--- src/rtl/oam_dma.sv ---
// Sprite-DMA engine: forwards CPU bus accesses to the memory controller and, on a
// write to the DMA register, stalls the CPU while it copies one 256-byte page to OAM.
module oam_dma #(
    parameter logic [15:0] DMA_REG_ADDR  = 16'h4014,
    parameter logic [15:0] OAM_DATA_ADDR = 16'h2004,
    parameter bit          ALIGN_CYCLE   = 1'b1
) (
    input  logic        clk,
    input  logic        rst,
    input  logic [15:0] cpu_addr_in,
    input  logic [7:0]  cpu_data_in,
    input  logic        cpu_write_en,
    input  logic        cpu_read_en,
    output logic [7:0]  cpu_data_out,
    output logic        cpu_rdy,
    output logic [15:0] mem_addr,
    output logic [7:0]  mem_data_in,
    output logic        mem_write_en,
    output logic        mem_read_en,
    input  logic [7:0]  mem_data_out,
    output logic        dma_active
);

    localparam logic [1:0] ST_IDLE  = 2'd0;
    localparam logic [1:0] ST_ALIGN = 2'd1;
    localparam logic [1:0] ST_READ  = 2'd2;
    localparam logic [1:0] ST_WRITE = 2'd3;

    logic [1:0] state_q, state_d;
    logic [7:0] page_q, page_d;
    logic [7:0] count_q, count_d;

    assign cpu_data_out = mem_data_out;

    always_comb begin
        // NOTE: every output and next-state value gets a default first so no path
        // through the case statement can infer a latch.
        state_d      = state_q;
        page_d       = page_q;
        count_d      = count_q;
        mem_addr     = cpu_addr_in;
        mem_data_in  = cpu_data_in;
        mem_write_en = cpu_write_en;
        mem_read_en  = cpu_read_en;
        cpu_rdy      = 1'b0;
        dma_active   = 1'b1;

        case (state_q)
            ST_IDLE: begin
                cpu_rdy    = 1'b1;
                dma_active = 1'b0;
                // The trigger write still reaches memory this cycle via the pass-through.
                if (cpu_write_en && (cpu_addr_in == DMA_REG_ADDR)) begin
                    page_d  = cpu_data_in;
                    count_d = 8'h00;
                    state_d = ALIGN_CYCLE ? ST_ALIGN : ST_READ;
                end
            end
            ST_ALIGN: begin
                mem_addr     = 16'h0000;
                mem_data_in  = 8'h00;
                mem_write_en = 1'b0;
                mem_read_en  = 1'b0;
                state_d      = ST_READ;
            end
            ST_READ: begin
                mem_addr     = {page_q, count_q};
                mem_data_in  = 8'h00;
                mem_write_en = 1'b0;
                mem_read_en  = 1'b1;
                state_d      = ST_WRITE;
            end
            ST_WRITE: begin
                // Byte fetched by the previous READ comes back registered this cycle.
                mem_addr     = OAM_DATA_ADDR;
                mem_data_in  = mem_data_out;
                mem_write_en = 1'b1;
                mem_read_en  = 1'b0;
                if (count_q == 8'hFF) begin
                    state_d = ST_IDLE;
                end else begin
                    count_d = count_q + 8'd1;
                    state_d = ST_READ;
                end
            end
            default: state_d = ST_IDLE;
        endcase
    end

    // NOTE: state flops use non-blocking assignments so every flop samples the
    // pre-edge values computed by the combinational block.
    always_ff @(posedge clk or negedge rst) begin
        if (!rst) begin
            state_q <= ST_IDLE;
            page_q  <= 8'h00;
            count_q <= 8'h00;
        end else begin
            state_q <= state_d;
            page_q  <= page_d;
            count_q <= count_d;
        end
    end

endmodule

--- config.mk ---
export PLATFORM = sky130hd
export DESIGN_NAME = oam_dma
export DESIGN_NICKNAME = d
export VERILOG_FILES = /design/src/rtl/oam_dma.sv
export SDC_FILE = /design/constraint.sdc
export NUM_CORES = 1
export LEC_CHECK = 0
export ABC_AREA = 1
export BUFFER_PORTS_ARGS = -buffer_cell sky130_fd_sc_hd__buf_4
export CORE_AREA = 2 2 58 60
export CTS_CLUSTER_DIAMETER = 100
export DETAILED_ROUTE_END_ITERATION = 8
export DIE_AREA = 0 0 60 62
export GPL_ROUTABILITY_DRIVEN = 0
export MAX_ROUTING_LAYER = met4
export PLACE_DENSITY = 0.81
export SETUP_SLACK_MARGIN = 0.05
export SLEW_MARGIN = 25
export SYNTH_ARGS = -nofsm -noshare
export SYNTH_HDL_FRONTEND = slang
export SYNTH_SLANG_ARGS = --single-unit
--- constraint.sdc ---
create_clock -name clk -period 4 [get_ports clk]
set_input_delay 0.2 -clock clk [delete_from_list [all_inputs] [get_ports clk]]
set_output_delay 0.2 -clock clk [all_outputs]
set_load 0.05 [all_outputs]
==> impl_metrics.json, run 1 <==
{
  "netlist_area_um2": 1433,
  "fin_crit_ns": 1.971,
  "wirelength_um": 3375,
  "drt_iter0_drc": 36,
  "postSynthAreaPerCell_um2": 7.127,
  "cellPowerDensity_nw_per_um2": 173.1,
  "grt_pass1_wl_um": 5368,
  "synth_ff_type": "dfrtp_1",
  "status": "finished, final reports clean",
  "clkPwrFrac": 0.268,
  "fp.dieW_um": 60,
  "crit_start": "state_q[1]",
  "postRouteAntennaNets": 0,
  "grt-ovfl-total": 0,
  "end_kind": "output pin",
  "timing.setup.tns_ns": 0,
  "async_flop_share": 1.000,
  "io_pins": 72,
  "track_usage": 0.1987,
  "critPathArrivalTime_ns": 1.77,
  "period_share": 0.4927,
  "p_sw_mw": 0.08700,
  "fp.coreArea_um2": 3179,
  "wl_per_cell_um": 10.99,
  "p_seq_frac": 0.545,
  "comb_power_share": 0.186,
  "clock.fmax_mhz": 507.4,
  "multi_input_area_um2": 723.2,
  "seqCellArea_um2": 450.4,
  "diodes": 0,
  "rsz0062_at_grt": "false",
  "ys_top_cells_by_area": "dfrtp_1, nand2_1, inv_1",
  "post_drt_via_cell_ratio": 4.668,
  "synth_seq_cells": 18,
  "grt_pass1_vias": 1218,
  "vias": 1433,
  "dieArea_um2": 3720,
  "nNetsFinal": 300,
  "port_buffers": 71,
  "min_from": "cpu_data_in[5]",
  "root_buffer": "clkbuf_4",
  "start_util": 0.4506,
  "synth_edf_count": 0,
  "drt_pass1_iterations": 4,
  "synth_fp_nets": 238,
  "cts_sinks": 18,
  "seq_area_frac_synth": 0.3144,
  "htreeDepth": 1,
  "swShare": 0.2610,
  "synth_top_cell_area_share": 0.3144,
  "maxSlewViolCount": 0,
  "worstSetupPathType": "register to output pin",
  "dp_slack_ns": 2.350,
  "fin_area_um2": 1926,
  "hold_viol": 0,
  "cp-start-kind": "register",
  "worstMarginPinSlew_ns": 0.6838,
  "slew_headroom": 0.5441,
  "setup_viol": 0,
  "p_leak_nw": 0.9872,
  "required_ns": 3.80,
  "clk_pin_slew_ns": 0.10,
  "dpl_cell_area_um2": 1893,
  "ys_warn_count": 0,
  "row_count": 21,
  "syn_inst": 201,
  "numCtsBuffers": 3,
  "synthDistinctLibCells": 27,
  "worstSkewPairLatency_ns": 0.29,
  "grt_max_degree": 26,
  "syn_to_final_growth_pct": 34.41,
  "worst-path-max-fanout": 15,
  "die_h_um": 62,
  "fin_ws_ns": 2.029,
  "fillers": 310,
  "hp-class": "primary input to register",
  "drive_above_1_share": 0.3985,
  "ys_top_cells_by_count": "nand2_1, inv_1, dfrtp_1",
  "drc_errors": 0,
  "antenna_found_initial": 0,
  "synth_most_common_cell": "nand2_1",
  "ctsLongestPathBuffers": 2,
  "cts_setup_buffers": 0,
  "yosys.area.top_type": "dfrtp_1",
  "post-dp-hpwl_um": 2652,
  "finalClockSkew_ns": 0.003432,
  "max-cap-violations": 0,
  "intPower_mw": 0.2463,
  "ir_worst_vdd_v": 0.0001002,
  "cts_tree": "built",
  "r2r-start": "state_q[0]"
}
-- routing by layer --
| metal | global-route usage | routed length (µm) | vias up |
|---|---|---|---|
| met3 | 0.01656 | 186 | 5 |
| met5 | - | 0 | - |
| li1 | - | - | 750 |
| met1 | 0.2468 | 1511 | 629 |
| met4 | 0.06667 | 55 | 0 |
| met2 | 0.3416 | 1623 | 49 |
-- cell type report --
class	count	area share
clock buffers	3	0.01170
inverters	34	0.06693
multi-input cells	134	0.3756
flip-flops and latches	18	0.2339
well taps	46	0.02989
repair buffers	72	0.2820
-- kinds of logic after synthesis --
family | count (synthesis) | synth area share
simple gates | 87 | 0.2716
buf+inv | 49 | 0.1808
compound gates | 46 | 0.2245
flops | 18 | 0.3144
fa+ha+maj | 1 | 0.008732
-- layout by cell type, fill, tap and decap left out, types with 3 or more instances in the layout --
master,netlist,routed
clkbuf_4,0,3
a21oi_1,4,4
nand2_2,3,3
nand3_1,13,13
nand2_1,53,53
o21ai_0,17,17
o22ai_2,4,4
inv_1,29,29
buf_4,8,71
inv_2,3,3
dfrtp_1,18,18
nor2_1,11,11
o21ai_1,6,6
nor2_2,3,3
o21ai_2,12,12
-- metrics by stage --
| step | hold WS, ns | utilization | instances | total power, mW |
|---|---|---|---|---|
| after floorplan | -0.09559 | - | 201 | 0.2137 |
| after global placement | 0.08141 | 0.5954 | 303 | 0.2467 |
| after detailed placement | 0.08239 | 0.5954 | 303 | 0.2472 |
| after CTS | 0.1591 | 0.6057 | 307 | 0.3374 |
| after global routing | 0.1608 | 0.6057 | 307 | 0.3515 |
| final | 0.1614 | 0.6057 | 307 | 0.3333 |
-- state kept, by name, summed over array words and instances, names as in the netlist --
| name | cells |
|---|---|
| count_q | 8 |
| page_q | 8 |
| state_q | 2 |
-- repair_timing --
item / CTS / global route
hold buffers: 1 / 0
endpoints found under the hold margin: 18 / 0
resized for setup: 0 / 0
-- final timing paths --
path | slack, ns | cells after the start | endpoint
max | 2.03 | 4 | mem_addr[11]
min | 0.16 | 3 | page_q[5]
max reg2reg | 2.43 | 5 | count_q[3]
min reg2reg | 0.49 | 2 | page_q[3]
max in group asynchronous | 3.51 | 2 | page_q[7]
min in group asynchronous | 0.30 | 2 | count_q[2]
-- power by group through the flow --
stage,Clock [mW],Combinational [mW],Sequential [mW]
floorplan,0,0.0282,0.185
global placement,0,0.0613,0.185
detailed placement,0,0.0618,0.185
CTS,0.0928,0.0627,0.182
global route,0.103,0.0665,0.182
finish,0.0894,0.0621,0.182
-- critical path, stage by stage (launching register included) --
cell     delay (ns)
dfrtp_1        0.47
inv_2          0.05
or2_1          0.46
o21ai_0        0.26
buf_4          0.23
(Power assumes the default switching activity.)
==> inputs of run 2 (changes only) <==
CORE_AREA = 2 2 63 65   (was 2 2 58 60)
DIE_AREA = 0 0 65 67   (was 0 0 60 62)
PLACE_DENSITY = 0.73   (was 0.81)
clock period = 1.6 ns   (was 4 ns; I/O delays follow)
==> run 2 against run 1 <==
Effect of this change:
- global-route usage fell by 0.92 points
- register-to-register slack got worse by 2.4 ns
- power rose to 3.0 times the previous value
- clock skew barely moved
- combinational power rose to 2.6 times the previous value
- clock power rose to 4.3 times the previous value
- wire length rose by 20%
- non-clock buffer count rose by 16
- hold slack got worse by 0.076 ns
- critical path type unchanged
==> impl_metrics.json, run 2 (synthesis gave the netlist of run 1 again) <==
{
  "status": "finished, final reports clean",
  "worstHoldPathCells": 3,
  "total_power_mw": 0.9998,
  "maxSlewViolCount": 0,
  "end_kind": "output pin",
  "port_buffers": 71,
  "finalClockSkew_ns": 0.003287,
  "max-cap-violations": 0,
  "hold_viol": 0,
  "period_share": 0.9842,
  "clk_pin_slew_ns": 0.07,
  "cts_sinks": 18,
  "fp.coreArea_um2": 3606,
  "r2r-start": "count_q[0]",
  "vias": 1553,
  "endpoint": "mem_addr[11]",
  "rsz0062_at_grt": "true",
  "fin_area_um2": 2273,
  "reg2regPathDepth": 8,
  "worstSkewPairLatency_ns": 0.26,
  "postRouteAntennaNets": 0,
  "cellPowerDensity_nw_per_um2": 439.8,
  "grt_pass1_wl_um": 6223,
  "track_usage": 0.1895,
  "hp-class": "primary input to register",
  "numCtsBuffers": 3,
  "fillers": 323,
  "nNetsFinal": 316,
  "grt_pass1_vias": 1411,
  "worst-path-max-fanout": 5,
  "largestRegisters": "count_q x8, page_q x8, state_q x2",
  "io_pins": 72,
  "required_ns": 1.52,
  "drt_pass1_iterations": 4,
  "start_util": 0.3973,
  "dp_slack_ns": 0.1216,
  "dieArea_um2": 4355,
  "slew_headroom": 0.7652,
  "fin_crit_ns": 1.575,
  "root_buffer": "clkbuf_8",
  "drt_iter0_drc": 51,
  "final_cell_mix": "buf_4, nand2_1, inv_1, o21ai_2, buf_6",
  "setup_viol": 0,
  "post_drt_via_cell_ratio": 4.764,
  "timing.setup.tns_ns": 0,
  "die_h_um": 67,
  "post-dp-hpwl_um": 2864,
  "fp.dieW_um": 65,
  "clock.fmax_mhz": 635.0,
  "worstMarginPinSlew_ns": 0.3521,
  "fin_ws_ns": 0.02529,
  "row_count": 22,
  "postLayoutCoreUtil": 0.6305,
  "layout_commonest_cell": "buf_4",
  "htreeDepth": 1,
  "p_leak_nw": 1.138,
  "worstSetupPathType": "register to output pin",
  "grt-ovfl-total": 0,
  "wirelength_um": 4062,
  "r2r_setup_slack_ns": 0.08,
  "antenna_found_initial": 0,
  "wl_per_cell_um": 12.46,
  "critPathArrivalTime_ns": 1.49,
  "drc_errors": 0,
  "crit_start": "state_q[1]",
  "ctsLongestPathBuffers": 2,
  "grt_max_degree": 26,
  "cp-start-kind": "register",
  "syn_to_final_growth_pct": 58.69,
  "drive_above_1_share": 0.4964,
  "diodes": 0,
  "cts_tree": "built",
  "dpl_cell_area_um2": 1986,
  "worstReg2RegEnd": "count_q[2]",
  "ir_worst_vdd_v": 0.0002700
}
run 2: what timing repair did:
action,CTS,global route
hold buffers,1,0
pin swaps,0,8
cloned,0,1
buffers inserted,1,10
resized for setup,10,33
hold endpoints to repair,18,0
setup endpoints to repair,21,28
run 2: final cells by class:
class	instances	area [µm²]	share of cell area
multi-input combinational	134	827.0	0.3638
timing repair buffer	88	745.7	0.3280
sequential	18	452.9	0.1992
inverter	34	132.6	0.05834
tap	48	60.06	0.02642
clock buffer	4	55.05	0.02422
run 2: worst min-delay path by stage:
stage	start	end	slack (ns)
2_1_floorplan	rst	count_q[0]	-0.22
3_3_place_gp	rst	count_q[3]	-0.03
3_5_place_dp	rst	count_q[3]	-0.04
4_1_cts	cpu_data_in[4]	page_q[4]	0.08
5_1_grt	cpu_data_in[4]	page_q[4]	0.1
6_report	cpu_data_in[4]	page_q[4]	0.09
run 2: metrics by stage:
step,hold WS (ns),cells
2_1_floorplan,-0.2156,201
3_3_place_gp,-0.03480,309
3_5_place_dp,-0.03528,309
4_1_cts,0.08244,315
5_1_grt,0.09731,326
6_report,0.08572,326
run 2: critical path, stage by stage, from the launching register on:
cell,delay [ns]
dfrtp_2,0.44
inv_2,0.05
or2_4,0.28
buf_8,0.15
o21ai_4,0.14
buf_6,0.17
run 2: report_power, final:
group          total, mW  switching (mW)  internal [mW]  leakage (nW)
clock network      0.386           0.166          0.219        0.0288
logic              0.160          0.0860         0.0735         0.885
registers          0.455               0          0.455         0.224
run 2: routing by layer:
layer  wire length, µm  vias up  global-route usage
li1                  -      783                   -
met1              1754      696              0.2201
met2              1935       66              0.3222
met3               275        8             0.03209
met4                96        0             0.08511
met5                 0        -                   -
==> inputs of run 3 (changes only) <==
clock period = 1.3 ns   (was 1.6 ns; I/O delays follow)
==> run 3 against run 2 <==
Effect of this change:
- the run now ends with negative setup slack left
- register-to-register slack worse by 0.33 ns
- critical endpoint is now mem_data_in[0]
- flip-flop and latch count unchanged
- power up 24%
- clock power up 22%
- wire length up 48%
- clock-buffer cell count unchanged
- largest cell class unchanged
- clock skew down 0.0016 ns
- first-iteration DRC count up 110%
- hold slack better by 0.020 ns
==> impl_metrics.json, run 3 (synthesis gave the netlist of run 1 again) <==
{
  "status": "finished with violations",
  "violations": "negative setup slack",
  "worstSkewPairLatency_ns": 0.25,
  "ctsLongestPathBuffers": 2,
  "root_buffer": "clkbuf_8",
  "start_util": 0.3973,
  "clkPwrFrac": 0.380,
  "rsz0062_at_grt": "true",
  "fin_ws_ns": -0.2869,
  "ir_worst_vdd_v": 0.0004049,
  "grt_max_degree": 19,
  "fin_area_um2": 2826,
  "dieArea_um2": 4355,
  "worstSetupPathType": "register to output pin",
  "cts_tree": "built",
  "place_inst": 320,
  "vias": 1818,
  "grt_pass1_wl_um": 7679,
  "wl_per_cell_um": 17.54,
  "largestRegisters": "count_q x8, page_q x8, state_q x2",
  "antenna_found_initial": 0,
  "drive_above_1_share": 0.6463,
  "drc_errors": 0,
  "r2r_setup_slack_ns": -0.25,
  "r2r-start": "state_q[1]",
  "whs_ns": 0.1053,
  "wirelength_um": 6000,
  "final_cell_mix": "buf_4, buf_6, inv_1, nand2_1, nand2_2",
  "reg2regPathDepth": 7,
  "cp-start-kind": "register",
  "required_ns": 1.24,
  "worstMarginPinSlew_ns": 0.3588,
  "slew_headroom": 0.7583,
  "p_sw_mw": 0.3229,
  "fp.dieW_um": 65,
  "dp_slack_ns": -0.01615,
  "io_pins": 72,
  "dpl_cell_area_um2": 2181,
  "max-cap-violations": 0,
  "hold_viol": 0,
  "htreeDepth": 1,
  "clock.fmax_mhz": 630.2,
  "drt_pass1_iterations": 4,
  "layout_commonest_cell": "buf_4",
  "fin_crit_ns": 1.587,
  "endpoint": "mem_data_in[0]",
  "end_kind": "output pin",
  "nNetsFinal": 332,
  "cts_sinks": 18,
  "worstReg2RegEnd": "count_q[1]",
  "clk_pin_slew_ns": 0.07,
  "comb_power_share": 0.170,
  "crit_start": "state_q[1]",
  "numCtsBuffers": 3,
  "die_h_um": 67,
  "port_buffers": 71,
  "post_drt_via_cell_ratio": 5.316,
  "post-dp-hpwl_um": 2983,
  "diodes": 0,
  "setup_viol": 45,
  "p_seq_frac": 0.450,
  "grt_pass1_vias": 1585,
  "intPower_mw": 0.9194,
  "fp.coreArea_um2": 3606,
  "grt-ovfl-total": 0,
  "swShare": 0.2599,
  "syn_to_final_growth_pct": 97.29,
  "hp-class": "primary input to register",
  "postRouteAntennaNets": 0,
  "cellPowerDensity_nw_per_um2": 439.5,
  "drt_iter0_drc": 108,
  "total_power_mw": 1.242,
  "finalClockSkew_ns": 0.001697,
  "period_share": 1.221,
  "track_usage": 0.2382,
  "maxSlewViolCount": 0,
  "layout.cells.non_filler": 342,
  "row_count": 22,
  "critPathArrivalTime_ns": 1.52,
  "worst-path-max-fanout": 7,
  "p_leak_nw": 1.336
}
run 3: how the worst min path moves through the flow:
stage                               from         end  slack [ns]  cells after the start
after floorplan                      rst  count_q[0]       -0.23                      0
after global placement               rst  count_q[0]       -0.05                      1
after detailed placement             rst  count_q[1]       -0.05                      1
after CTS                 cpu_data_in[0]   page_q[0]        0.09                      3
after global routing      cpu_data_in[7]   page_q[7]        0.11                      3
final                     cpu_data_in[6]   page_q[6]        0.11                      3
run 3: through the flow:
stage	setup TNS (ns)	util
after floorplan	-3.070	-
after global placement	-0.1372	0.6048
after detailed placement	-0.08246	0.6048
after CTS	-4.521	0.7183
after global routing	-10.97	0.7838
final	-9.874	0.7838
run 3: power by group through the flow:
stage,logic [mW],clock network [mW],registers [mW]
finish,0.211,0.472,0.559
global route,0.224,0.501,0.559
CTS,0.204,0.470,0.559
detailed placement,0.199,0,0.570
global placement,0.198,0,0.570
floorplan,0.0933,0,0.571
run 3: worst max-delay path, cell delays in order (launching register included):
cell and delay [ns]:
dfrtp_2 0.47, nor2_4 0.19, buf_6 0.13, buf_6 0.11, inv_8 0.05, o21ai_2 0.13, buf_6 0.18
run 3: layout make-up:
type / instances / area, µm²
Timing Repair inverter: 1 / 11.26
Sequential cell: 18 / 452.9
Fill cell: 228 / 779.5
Tap cell: 48 / 60.06
Clock buffer: 4 / 55.05
Multi-Input combinational cell: 135 / 1084
Timing Repair Buffer: 102 / 1018
Inverter: 34 / 145.1
run 3: timing repair:
item	in CTS	in global routing
hold buffers	1	0
buffers inserted	8	4
endpoints found under the hold margin	18	0
cloned	4	2
gates resized for setup	70	36
pin swaps	4	5
endpoints found under the setup margin	37	45
run 3: layer usage:
layer  track usage  vias up  part of all wire
met5             -        -                 0
met4       0.06117        0             0.044
met2        0.4227      127              0.52
met3       0.02703       29             0.085
li1              -      820                 -
met1        0.2885      842              0.36
